## config.mk

```make
export PLATFORM = sky130hd
export DESIGN_NAME = pfpq_multiport_reorder_queue
export DESIGN_NICKNAME = d
export VERILOG_FILES = /design/src/rtl/pfpq_multiport_reorder_queue.sv
export SDC_FILE = /design/constraint.sdc
export NUM_CORES = 2
export LEC_CHECK = 0
export BUFFER_PORTS_ARGS = -buffer_cell sky130_fd_sc_hd__buf_2
export CORE_ASPECT_RATIO = 0.5
export CORE_MARGIN = 2
export CORE_UTILIZATION = 60
export CTS_BUF_LIST = sky130_fd_sc_hd__clkbuf_8
export CTS_CLUSTER_SIZE = 14
export DETAILED_ROUTE_END_ITERATION = 10
export PLACE_DENSITY = 0.79
export SLEW_MARGIN = 20
export SYNTH_ARGS = -nofsm -noshare
export SYNTH_HDL_FRONTEND = slang
export SYNTH_SLANG_ARGS = --single-unit
```

## constraint.sdc

```tcl
create_clock -name clk_i -period 33.3 [get_ports clk_i]
set_input_delay 6.66 -clock clk_i [delete_from_list [all_inputs] [get_ports clk_i]]
set_output_delay 6.66 -clock clk_i [all_outputs]
set_load 0.005 [all_outputs]
```

## src/rtl/pfpq_multiport_reorder_queue.sv

```systemverilog
// In-order retirement queue for multi-cycle FP ops with NUM_RES_PORTS completion channels.
// Optional head bypass (result straight to fin_* in the same cycle): define PFPQ_HEAD_BYPASS_EN.
module pfpq_multiport_reorder_queue #(
  parameter int DEPTH         = 8,
  parameter int NUM_RES_PORTS = 2,
  parameter int INSTR_W       = 128,
  parameter int DATA_W        = 64,
  parameter int STATUS_W      = 5,
  localparam int TAG_W        = $clog2(DEPTH) + 1
) (
  input  logic                              clk_i,
  input  logic                              rstn_i,
  input  logic                              flush_i,
  input  logic                              alloc_valid_i,
  input  logic [INSTR_W-1:0]                alloc_instr_i,
  output logic                              alloc_ready_o,
  output logic [TAG_W-1:0]                  alloc_tag_o,
  input  logic [NUM_RES_PORTS-1:0]          res_valid_i,
  input  logic [NUM_RES_PORTS*TAG_W-1:0]    res_tag_i,
  input  logic [NUM_RES_PORTS*DATA_W-1:0]   res_data_i,
  input  logic [NUM_RES_PORTS*STATUS_W-1:0] res_status_i,
  output logic                              fin_valid_o,
  input  logic                              fin_ready_i,
  output logic [INSTR_W-1:0]                fin_instr_o,
  output logic [DATA_W-1:0]                 fin_data_o,
  output logic [STATUS_W-1:0]               fin_status_o,
  output logic [$clog2(DEPTH):0]            count_o,
  output logic                              stale_o
);

  localparam int IDX_W = $clog2(DEPTH);
  localparam int CNT_W = IDX_W + 1;
  localparam logic [CNT_W-1:0] DEPTH_C = CNT_W'(DEPTH);

  logic [DEPTH-1:0]    valid_q, done_q, wrap_q;
  logic [INSTR_W-1:0]  instr_q  [DEPTH];
  logic [DATA_W-1:0]   data_q   [DEPTH];
  logic [STATUS_W-1:0] status_q [DEPTH];
  logic [TAG_W-1:0]    head_q, tail_q;
  logic [CNT_W-1:0]    count_q;
  logic                stale_q;

  logic [IDX_W-1:0]         res_idx    [NUM_RES_PORTS];
  logic [DATA_W-1:0]        res_data   [NUM_RES_PORTS];
  logic [STATUS_W-1:0]      res_status [NUM_RES_PORTS];
  logic [NUM_RES_PORTS-1:0] res_wrap, res_hit, res_acc;

  logic [IDX_W-1:0] head_idx, tail_idx;
  logic             alloc_fire, retire_fire, stored_valid;
  logic             byp_valid;
  logic [DATA_W-1:0]   byp_data;
  logic [STATUS_W-1:0] byp_status;

  assign head_idx = head_q[IDX_W-1:0];
  assign tail_idx = tail_q[IDX_W-1:0];

  always_comb begin
    for (int p = 0; p < NUM_RES_PORTS; p++) begin
      res_idx[p]    = res_tag_i[p*TAG_W +: IDX_W];
      res_wrap[p]   = res_tag_i[p*TAG_W + IDX_W];
      res_data[p]   = res_data_i[p*DATA_W +: DATA_W];
      res_status[p] = res_status_i[p*STATUS_W +: STATUS_W];
      res_hit[p]    = res_valid_i[p] && valid_q[res_idx[p]] && !done_q[res_idx[p]] &&
                      (wrap_q[res_idx[p]] == res_wrap[p]);
    end
  end

  // Lowest-numbered accepted port owns an entry; later ports aimed at it are dropped.
  always_comb begin
    logic [NUM_RES_PORTS-1:0] acc;
    acc = '0;
    for (int p = 0; p < NUM_RES_PORTS; p++) begin
      acc[p] = res_hit[p];
      for (int q = 0; q < NUM_RES_PORTS; q++) begin
        if (q < p && acc[q] && res_idx[q] == res_idx[p]) acc[p] = 1'b0;
      end
    end
    res_acc = acc;
  end

`ifdef PFPQ_HEAD_BYPASS_EN
  always_comb begin
    byp_valid  = 1'b0;
    byp_data   = '0;
    byp_status = '0;
    for (int p = NUM_RES_PORTS - 1; p >= 0; p--) begin
      if (rstn_i && !flush_i && res_acc[p] && res_idx[p] == head_idx) begin
        byp_valid  = 1'b1;
        byp_data   = res_data[p];
        byp_status = res_status[p];
      end
    end
  end
`else
  assign byp_valid  = 1'b0;
  assign byp_data   = '0;
  assign byp_status = '0;
`endif

  assign stored_valid  = valid_q[head_idx] && done_q[head_idx];
  assign fin_valid_o   = stored_valid || byp_valid;
  assign fin_instr_o   = fin_valid_o ? instr_q[head_idx] : '0;
  assign fin_data_o    = !fin_valid_o ? '0 : (stored_valid ? data_q[head_idx] : byp_data);
  assign fin_status_o  = !fin_valid_o ? '0 : (stored_valid ? status_q[head_idx] : byp_status);

  assign alloc_ready_o = (count_q < DEPTH_C) && !flush_i && rstn_i;
  assign alloc_tag_o   = tail_q;
  assign count_o       = count_q;
  assign stale_o       = stale_q;

  assign alloc_fire  = alloc_valid_i && alloc_ready_o;
  assign retire_fire = fin_valid_o && fin_ready_i && !flush_i;

  always_ff @(posedge clk_i) begin
    if (!rstn_i) begin
      valid_q <= '0;
      done_q  <= '0;
      wrap_q  <= '0;
      head_q  <= '0;
      tail_q  <= '0;
      count_q <= '0;
      stale_q <= 1'b0;
      for (int i = 0; i < DEPTH; i++) begin
        instr_q[i]  <= '0;
        data_q[i]   <= '0;
        status_q[i] <= '0;
      end
    end else if (flush_i) begin
      valid_q <= '0;
      done_q  <= '0;
      head_q  <= '0;
      tail_q  <= '0;
      count_q <= '0;
      stale_q <= 1'b0;
    end else begin
      for (int p = 0; p < NUM_RES_PORTS; p++) begin
        if (res_acc[p]) begin
          done_q[res_idx[p]]   <= 1'b1;
          data_q[res_idx[p]]   <= res_data[p];
          status_q[res_idx[p]] <= res_status[p];
        end
      end
      if (alloc_fire) begin
        valid_q[tail_idx] <= 1'b1;
        done_q[tail_idx]  <= 1'b0;
        wrap_q[tail_idx]  <= tail_q[TAG_W-1];
        instr_q[tail_idx] <= alloc_instr_i;
        tail_q            <= tail_q + 1'b1;
      end
      if (retire_fire) begin
        valid_q[head_idx] <= 1'b0;
        head_q            <= head_q + 1'b1;
      end
      stale_q <= |(res_valid_i & ~res_acc);
      case ({alloc_fire, retire_fire})
        2'b10:   count_q <= count_q + 1'b1;
        2'b01:   count_q <= count_q - 1'b1;
        default: count_q <= count_q;
      endcase
    end
  end

endmodule

```

# Word level (Yosys, flattened, before mapping)
# Memories as Yosys holds them, arrays and structs flattened. A register that Yosys moved wholly into a read port is not among the register bits.
# Cells that the tools add are included.
[classes]
n_addsub = 4
n_lt_le_gt_ge = 9
eq_ne = 5
n_mux = 75
bitwise_logic = 11
reduce_logical = 29
[ops]
columns = ["op", "count"]
rows = [
  ["128-bit 2-to-1 mux", 2],
  ["64-bit 2-to-1 mux", 3],
  ["128-bit OR reduction", 1],
  ["64-bit OR reduction", 2],
  ["8-bit 2-to-1 mux", 11],
  ["3-bit 2-to-1 mux", 11],
  ["1-bit 2-to-1 mux", 31],
  ["1-bit binary-select mux with 3-bit select", 8],
  ["8-bit bitwise OR", 3],
  ["1-bit logical AND", 17],
  ["8-bit AND", 2],
  ["3-bit by 4-bit < comparator with 1-bit output (second input constant)", 4],
  ["8-bit inverter", 2],
  ["5-bit 2-to-1 mux", 3],
  ["4-bit by 1-bit adder with 4-bit output (second input constant)", 3],
  ["1-bit demux with 3-bit select", 4],
  ["3-bit by 1-bit >= comparator with 1-bit output (second input constant)", 4],
  ["5-bit OR reduction", 2],
  ["8-bit bitwise mux", 1],
  ["4-bit case mux with 2 select lines", 1],
  ["4-bit < comparator (second input constant)", 1],
  ["2-bit OR reduction", 2],
  ["4-bit by 1-bit subtractor with 4-bit output (second input constant)", 1],
  ["3-bit == test", 1],
  ["other kinds (9)", 13],
]
[totals]
register_bits = 37
mem_bits_rw = 1576
input_bits = 281
wordCells = 143
memories = 3
[mem_list]
columns = ["memory", "words", "width", "rd", "rd_clocked_by_memory_dff", "wr", "line_no", "rtl"]
rows = [
  ["instr_q", 8, 128, 1, 1, 8, "36", "logic [INSTR_W-1:0] instr_q [DEPTH];"],
  ["data_q", 8, 64, 1, 1, 8, "37", "logic [DATA_W-1:0] data_q [DEPTH];"],
  ["status_q", 8, 5, 1, 1, 8, "38", "logic [STATUS_W-1:0] status_q [DEPTH];"],
]

# Longest topological paths before layout
[logic_depth]
word_depth = 14
ltp_mapped = 16
depth_no_buf = 13

# Worst setup path before layout
# Ideal clock, no wire load.
[synth_path]
path_type = "input to register"
start = "input port flush_i"
end = "memory instr_q[2][0] (enable)"
setup_ps = 792
arrival_time_ps = 16326
t_required_ps = 32508
setup_slack_ps = 16182
path_stages = 5
path_cell_list = "nand2b_1 -> nor2_1 -> and2_1 -> nand2b_1 -> o21ai_0"
[synth_lines]
columns = ["item", "line_no", "rtl"]
rows = [
  ["start: declaration", "13", "input logic flush_i,"],
  ["end: declaration", "36", ""],
]

# Worst setup path in the final report
[layout_path]
start = "input port rstn_i"
end = "output port alloc_ready_o"
[layout_between]
elab_chain_len = 1
[layout_lines]
columns = ["item", "line_no", "rtl"]
rows = [
  ["start: declaration", "12", "input logic rstn_i,"],
  ["1-bit logical AND", "106", "assign alloc_ready_o = (count_q < DEPTH_C) && !flush_i && rstn_i;"],
  ["end: declaration", "16", "output logic alloc_ready_o,"],
]
# No other way between the ends.

==> metrics <==
drt drc=0; NumNets Final=slightly below 6000; clock latency on the worst-skew pair=0.95 ns; min-delay src=wrap_q[7]; post-synthesis cell area=between 0.07 and 0.08 sq mm; cell-internal power=~3000 uW; syn_nets=about 5500; Syn Area/Cell=~15 sq um; Core ar.=between 0.1 and 0.15 sq mm; Yosys reg bits=between 1500 and 2000; xor and xnor area share after synthesis=less than 1%; EDFF count, synth=approximately 1600; clock share of power=between 30% and 40%; top cell type's share of synthesized area=61.9%; Slew Viols, Final=0; CP arrival=around 8.8 ns; yosys warns=0; CTS tree=done; critical path endpoint category=primary output; Clock Tree Root=clkbuf_8; die area=0.130 sq mm; reg2reg start=valid_q[2]; Slew HR=between 15 and 20%; GRT overflow=0; Max Root-Sink Buffers=3; Net Sw Frac=a little under a quarter; # port buffers=488; register area share after synthesis=62.9%; critical-path maximum fanout=around 70; most frequent cells after synthesis=1576 x edfxtp_1, 771 x and2_1, 528 x nor2_1; initial antenna violation count=just under 80; initial core utilization=between 60 and 70%; Tot Pwr=3930 uW; Clock Skews=approximately 0.040 ns; cts-stage hold buffer count=0; post-synthesis adder-cell area fraction=0.0818%; post-DP HPWL=116 mm; CTS clk-pin slew, worst paths=0.07 ns; ANT nets after route=0; Max Cap Viol=0; final setup vio count=0; Finished Layout Cells=around 7500; routed vias/inst=between 6 and 7; placed cells=~7000; power per cell area=approximately 47 mW/mm^2; Die Wd=around 500 microns; combinational power share=approximately 5%; vias in the first global route=52100; layout cells sized above 1=around 25%; P_sw=slightly above 900 uW; worst setup path startpoint=rstn_i; CTS H-tree depth=4; CTS-repair resized insts=0; # Post-CTS Setup Buffers=0; Die H=roughly 260 microns; # IOs=roughly 500; routed wire length per instance=29.8 microns; Setup CP Type=input pin to primary output; Tmin final=roughly 15 ns; Rows=between 90 and 100; CTS Buf Count=around 220; total track usage=34.1%; status=complete, no violations; Critical Path RT=26.64 ns; min-delay worst type=register to register; Iter 0 DRT Violations=between 8000 and 9000; fmax=64.9 MHz; sequential share of power=between 50% and 60%; RSZ-0062 raised after global routing=no; first-pass GRT wire length=around 330 mm; via count=between 50000 and 60000; Syn Inst Count=5243; Final Hold Viols=0; asr flop ratio synth=0%; post-synthesis mux area share=between 10 and 15%; top-count cell post-synth=edfxtp_1; Leak=between 0.02 and 0.03 uW; CP startpoint kind=input pin; largest net degree at the start of global routing=146; Post-Synth Simple-Gate Area=between 10% and 20%; largest family of logic cells by synthesized area=multiplexers; Layout area overhead=10.3%; RePlAce Congestion=~0.86; cell taking the most area after synthesis=edfxtp_1; Main synth FF type=edfxtp_1; Peak VDD IR=37.8 uV; Area contributors post-synth=edfxtp_1 62%, mux4_2 12%, and2_1 6.3%, a32oi_1 2.9%, mux2i_1 2.8%; Pre-Repair DR Iteration Count=7; Synth Area in Compound Gates=under 10%; CTS sink count=1615; crit share post-route=46.3%; actual slew at the worst max-slew pin=approximately 1.3 ns; setup TNS=0 ns; wirelength, routed=about 220 mm; synth unique cells=61
-- worst paths after layout --
kind	endpoint	slack (ns)	depth (start not counted)
setup reg to reg	data_q[1][46]	28.14	9
setup / recovery	alloc_ready_o	17.89	4
hold / removal	wrap_q[7]	0.48	2
hold reg to reg	wrap_q[7]	0.48	2
-- final cells by class --
class / instances / area (sq um)
Multi-Input combinational cell: 3105 / 26600
Antenna cell: 68 / 170
Inverter: 8 / 30.0
Clock buffer: 219 / 3010
Clock inverter: 173 / 887
Timing Repair Buffer: 591 / 3420
Fill cell: 8658 / 41800
Tap cell: 1692 / 2120
Sequential cell: 1615 / 48100
-- kinds of logic after synthesis --
| kind of cell | Yosys count |
|---|---|
| AND/OR/NAND/NOR | 1852 |
| flip-flops | 1615 |
| AO/OA/AOI/OAI | 624 |
| multiplexers | 611 |
| buffers and inverters | 523 |
| XOR/XNOR | 13 |
| adder cells (fa/ha/maj) | 5 |
-- state kept, by name, indices dropped and copies added, names as in the netlist, named ones only --
signal and flops:
valid_q 8, wrap_q 8, count_o 4, instr_q 1024, status_q 40, data_q 512, done_q 8, head_q 3
stale_o 1, alloc_tag_o 4
-- per-stage QoR --
stage	area, sq um	hold WS, ns	setup slack [ns]	util [%]
after floorplan	76500	0.448	16.18	-
after global placement	80100	0.469	17.95	63.5
after CTS	84000	0.486	17.92	66.6
final	84400	0.485	17.89	66.9
after detailed placement	80100	0.476	17.90	63.5
after global routing	84300	0.533	17.79	66.8
-- routing by layer --
layer	vias to the layer above	global-route usage, %	share of wire, %
li1	20900	-	-
met2	4048	53.8	48
met3	665	7.27	12
met4	20	16.4	4.7
met1	25300	45.5	35
met5	-	0	0.058
-- placed cells by master (no fill, tap or decap), types with 148 or more instances in the layout --
cell type  instances
edfxtp_1        1576
and2_1           771
nor2_1           522
buf_2            488
mux4_2           397
and3_1           260
a32oi_1          255
clkbuf_8         219
mux2i_1          211
o22ai_1          183
nand2_1          148
-- worst max-delay path: stages --
cell and delay (ns):
buf_2 0.76, nand2b_4 0.69, nor2_1 0.43, buf_2 0.18
-- power groups by stage --
| stage | combinational, uW | clock [uW] | sequential (uW) |
|---|---|---|---|
| after floorplan | 98.7 | 0 | 2370 |
| after global placement | 187 | 0 | 2350 |
| after detailed placement | 191 | 0 | 2360 |
| after CTS | 192 | 1420 | 2310 |
| after global routing | 207 | 1510 | 2320 |
| final | 197 | 1420 | 2310 |
No activity file was read; power rests on OpenSTA's default activity.
